### src/rtl/acc_pkg.sv
// Shared definitions for the adder result accumulator: FSM encodings and field widths.
// Latency: n/a (types and constants only).
// Backpressure: n/a.
package acc_pkg;

    typedef enum logic [1:0] {
        IDLE  = 2'd0,
        ACCUM = 2'd1,
        HOLD  = 2'd2
    } state_t;

    // Width of one upstream adder result {Co,S}.
    localparam int SAMP_W = 5;

    // Width of the per-frame sample counter.
    localparam int CNT_W  = 8;

endpackage

### src/rtl/adder_result_accumulator_sat_add.sv
// Unsigned W-bit adder that clamps to all-ones and flags when the true sum does not fit.
// Latency: purely combinational.
// Backpressure: none.
module sat_add #(
    parameter int W = 8
) (
    input  logic [W-1:0] a,
    input  logic [W-1:0] b,
    output logic [W-1:0] sum,
    output logic         ovf
);

    logic [W:0] full;

    assign full = {1'b0, a} + {1'b0, b};
    assign ovf  = full[W];
    assign sum  = full[W] ? {W{1'b1}} : full[W-1:0];

endmodule

### src/rtl/adder_result_accumulator.sv
// Sums NSAMP adder results {Co,S} per frame with saturation, then presents the frame.
// Latency: out_valid rises the cycle after the final accept.
// Backpressure: in_ready drops while a frame is held; frame held until out_ready.
module adder_result_accumulator
    import acc_pkg::*;
#(
    parameter int NSAMP = 4,
    parameter int ACC_W = 8
) (
    input  logic             clk,
    input  logic             rst,
    input  logic             clr,
    input  logic             in_valid,
    output logic             in_ready,
    input  logic [3:0]       S,
    input  logic             Co,
    output logic             out_valid,
    input  logic             out_ready,
    output logic [ACC_W-1:0] Total,
    output logic             Ovf,
    output logic [CNT_W-1:0] Cnt
);

    state_t             state, state_nxt;
    logic [ACC_W-1:0]   total_q, total_nxt;
    logic               ovf_q, ovf_nxt;
    logic [CNT_W-1:0]   cnt_q, cnt_nxt, cnt_inc;
    logic [ACC_W-1:0]   sample, sum;
    logic               add_ovf;
    logic               accept;

    assign sample  = {{(ACC_W-SAMP_W){1'b0}}, Co, S};
    assign cnt_inc = cnt_q + 8'd1;

    assign in_ready  = (state != HOLD);
    assign out_valid = (state == HOLD);
    assign accept    = in_valid && in_ready;

    assign Total = total_q;
    assign Ovf   = ovf_q;
    assign Cnt   = cnt_q;

    sat_add #(.W(ACC_W)) u_sat_add (
        .a   (total_q),
        .b   (sample),
        .sum (sum),
        .ovf (add_ovf)
    );

    always_comb begin
        state_nxt = state;
        total_nxt = total_q;
        ovf_nxt   = ovf_q;
        cnt_nxt   = cnt_q;
        case (state)
            IDLE: begin
                if (accept) begin
                    total_nxt = sample;
                    cnt_nxt   = 8'd1;
                    ovf_nxt   = 1'b0;
                    state_nxt = (NSAMP == 1) ? HOLD : ACCUM;
                end
            end
            ACCUM: begin
                if (accept) begin
                    total_nxt = sum;
                    ovf_nxt   = ovf_q | add_ovf;
                    cnt_nxt   = cnt_inc;
                    if (cnt_inc == CNT_W'(NSAMP)) begin
                        state_nxt = HOLD;
                    end
                end
            end
            HOLD: begin
                // Results stay visible after the handshake until the next frame starts.
                if (out_ready) begin
                    state_nxt = IDLE;
                end
            end
            default: state_nxt = IDLE;
        endcase
        // Abort outranks any accept or handshake in the same cycle.
        if (clr) begin
            state_nxt = IDLE;
            total_nxt = '0;
            ovf_nxt   = 1'b0;
            cnt_nxt   = '0;
        end
    end

    always_ff @(posedge clk) begin
        if (rst) begin
            state   <= IDLE;
            total_q <= '0;
            ovf_q   <= 1'b0;
            cnt_q   <= '0;
        end else begin
            state   <= state_nxt;
            total_q <= total_nxt;
            ovf_q   <= ovf_nxt;
            cnt_q   <= cnt_nxt;
        end
    end

endmodule

### config.mk
export PLATFORM = sky130hd
export DESIGN_NAME = adder_result_accumulator
export DESIGN_NICKNAME = d
export VERILOG_FILES = /design/src/rtl/acc_pkg.sv /design/src/rtl/adder_result_accumulator_sat_add.sv /design/src/rtl/adder_result_accumulator.sv
export SDC_FILE = /design/constraint.sdc
export NUM_CORES = 1
export LEC_CHECK = 0
export ABC_AREA = 1
export CAP_MARGIN = 20
export CORE_UTILIZATION = 53
export CTS_BUF_LIST = sky130_fd_sc_hd__clkbuf_16
export DETAILED_ROUTE_END_ITERATION = 16
export PLACE_DENSITY_LB_ADDON = 0.2
export SLEW_MARGIN = 20
export SYNTH_ARGS = -nofsm -noshare
export SYNTH_HDL_FRONTEND = slang
export SYNTH_SLANG_ARGS = --single-unit
export TNS_END_PERCENT = 100
### constraint.sdc
create_clock -name clk -period 2.9 [get_ports clk]
set_clock_uncertainty 0.1 [all_clocks]
set_input_delay 0.58 -clock clk [delete_from_list [all_inputs] [get_ports clk]]
set_output_delay 0.58 -clock clk [all_outputs]
set_load 0.05 [all_outputs]
==> impl_metrics.json <==
{
  "drive_gt1_share_pct": 12.4,
  "power_switching_share_pct": 25.3,
  "postRouteAntennaNets": 0,
  "crit_required_ns": 2.22,
  "p_leak_nw": 0.635,
  "start_util_pct": 55.7,
  "worst-path-buf-inv": 2,
  "diodes": 0,
  "vias_per_cell": 5.48,
  "yosys_register_bits": 19,
  "peakVddDrop_uv": 270,
  "syn_avg_cell_area_um2": 7.10,
  "synth_adder_area_share_pct": 8.81,
  "grt_use_total_pct": 27.7,
  "synth.most_common_cell": "nand2_1",
  "synth_top_flop_cell": "dfxtp_1",
  "min_from": "Ovf",
  "cts_root_buf": "clkbuf_16",
  "combPwrFrac_pct": 14.2,
  "rsz0062_at_grt": "false",
  "muxShareOfSynthArea_pct": 0,
  "clock.fmax_ghz": 0.424,
  "cts_tree": "built",
  "cts-resized-gates": 0,
  "fin_crit_sh_pct": 81.3,
  "die_h_um": 50,
  "drt_iter0_drc": 46,
  "h-tree-depth": 1,
  "vias": 1256,
  "netlist_area_um2": 1220,
  "clock_path_buffers": 2,
  "dpl.cell_count": 225,
  "syn_inst": 172,
  "finalHoldViolCount": 0,
  "cp_max_fo": 4,
  "cts_buffers": 3,
  "drtPass1Iterations": 4,
  "setup_viol": 0,
  "crit_slowest_cell": "clkdlybuf4s50_1",
  "rows": 17,
  "coreArea_um2": 2190,
  "clockPowerShare_pct": 44.2,
  "grt_pass1_vias": 1190,
  "chipWidth_um": 50,
  "power.switching_w": 0.000165,
  "worstSetupStartpointType": "flip-flop",
  "netlist.area_leader.share_pct": 31.1,
  "path_class": "flip-flop to output port",
  "powerDensity_nw_per_um2": 408,
  "cts_hold_buf": 0,
  "synth-simple-area-share_pct": 34.4,
  "hpwl_um": 2270,
  "synth_common_cells": "41 x nand2_1, 19 x dfxtp_1, 16 x nand3_1",
  "relSlewSlack_pct": 66.7,
  "worst_pin_slew_ns": 0.498,
  "gr-total-overflow": 0,
  "ys_warn_count": 0,
  "synth_xor_area_share_pct": 2.15,
  "drc": 0,
  "cp-startpoint": "state[1]",
  "slew_viol_final": 0,
  "synthTopCellsByArea": "dfxtp_1 31%, nand2_1 13%, ha_1 7.2%, nand3_1 6.6%, a21oi_1 6.1%",
  "antenna_found_initial": 0,
  "syn2layout_area_growth_pct": 30.9,
  "drv_cap": 0,
  "fin_cells": 229,
  "wl_um": 3100,
  "clk_pin_slew_worst_paths_ns": 0.06,
  "synth_top_cell_by_area": "dfxtp_1",
  "nets": 220,
  "post-cts-setup-buffers": 0,
  "synth_edf_count": 0,
  "die_area_um2": 2500,
  "cts.sinks": 19,
  "path_cells": "inv_2, nor2_1, clkdlybuf4s50_1",
  "tns_ns": 0,
  "synthDistinctLibCells": 30,
  "syn_nets": 190,
  "yosysSeqAreaShare_pct": 31.1,
  "intPower_w": 0.000487,
  "min_path_type": "flip-flop to flip-flop",
  "clk-insertion-delay-late_ns": 0.25,
  "async_flop_share_pct": 0,
  "seqPwrFrac_pct": 41.6,
  "grt_pass1_wl_um": 5130,
  "io_pins": 29,
  "grt_start_max_net_pins": 15,
  "cp.arrival_ns": 1.68,
  "r2r-start": "Total[0]",
  "critPathMaxStageDelay_ns": 0.82,
  "cp-end-kind": "output port",
  "synth-compound-area-share_pct": 15.9,
  "cpLargestDelayFamily": "buffers and inverters",
  "synth_top_family_by_area": "simple AND/OR/NAND/NOR gates",
  "port_buffers": 28,
  "gp_congestion": 0.850,
  "wire_per_inst_um": 13.5,
  "status": "finished clean",
  "fin_crit_ns": 2.36
}
[placed cells by master, fill, tap and decap left out]
master,n
a21o_1,2
a21oi_1,15
a21oi_2,2
a31o_2,1
a31oi_1,3
clkbuf_16,3
clkdlybuf4s50_1,28
clkinv_2,1
dfxtp_1,19
fa_1,1
ha_1,7
inv_1,15
inv_2,5
nand2_1,41
nand2_2,6
nand2_4,1
nand3_1,16
nand3_2,1
nand3_4,1
nand3b_1,1
nand4_1,3
nor2_1,9
nor2_2,2
nor2_4,1
nor3_1,4
o21ai_0,4
o21ai_1,1
o21bai_1,1
o221ai_1,3
or2_2,1
xnor2_1,3
[worst min-delay path, delay by kind of cell (launching register included)]
kind / cells / cell delay [ns]
and+or+nand+nor: 2 / 0.12
DFF: 1 / 0.33
[registers in the layout (all words and copies together) (netlist names)]
register  count
state         2
Ovf           1
Total         8
Cnt           8
[stage by stage]
| stage | instance area [µm²] | worst slack (ns) | hold slack (ns) | power, W | utilization, % |
|---|---|---|---|---|---|
| after floorplan | 1220 | 0.653 | 0.474 | 0.000335 | - |
| after global placement | 1520 | 0.419 | 0.374 | 0.000365 | 69.3 |
| after detailed placement | 1520 | 0.362 | 0.381 | 0.000367 | 69.3 |
| after CTS | 1600 | 0.530 | 0.394 | 0.000655 | 73.0 |
| after global routing | 1600 | 0.462 | 0.421 | 0.000673 | 73.0 |
| final | 1600 | 0.541 | 0.391 | 0.000652 | 73.0 |
[area by class of cell]
class,count,area (µm²)
clock inverters,1,5.00
clock buffers,3,75.1
well taps,28,35.0
multi-input cells,130,748
flip-flops and latches,19,380
repair buffers,28,280
inverters,20,75.1
fillers,180,592
[final timing paths]
check	depth (start not counted)	endpoint	slack, ns
max	3	out_valid	0.54
min reg2reg	2	Ovf	0.39
min	2	Ovf	0.39
max reg2reg	10	Total[5]	1.02
[layer usage]
layer / up-vias / track usage [%] / wire, µm
met2: 32 / 50.7 / 1610
met1: 580 / 29.1 / 1330
met3: 7 / 5.56 / 96
met4: 0 / 14.3 / 59
met5: - / 0 / 0
li1: 637 / - / -
[power groups by stage]
stage / clock network, W / logic [W] / registers [W]
after floorplan: 0 / 0.0000460 / 0.000289
after global placement: 0 / 0.0000888 / 0.000277
after detailed placement: 0 / 0.0000905 / 0.000277
after CTS: 0.000293 / 0.0000917 / 0.000271
after global routing: 0.000302 / 0.0000994 / 0.000272
final: 0.000288 / 0.0000924 / 0.000271
[logic make-up after synthesis]
logic type,count (synthesis)
xor+xnor,3
fa+ha+maj,8
buf+inv,23
flops,19
compound gates,32
simple gates,87
No activity file was read; power rests on OpenSTA's default activity.
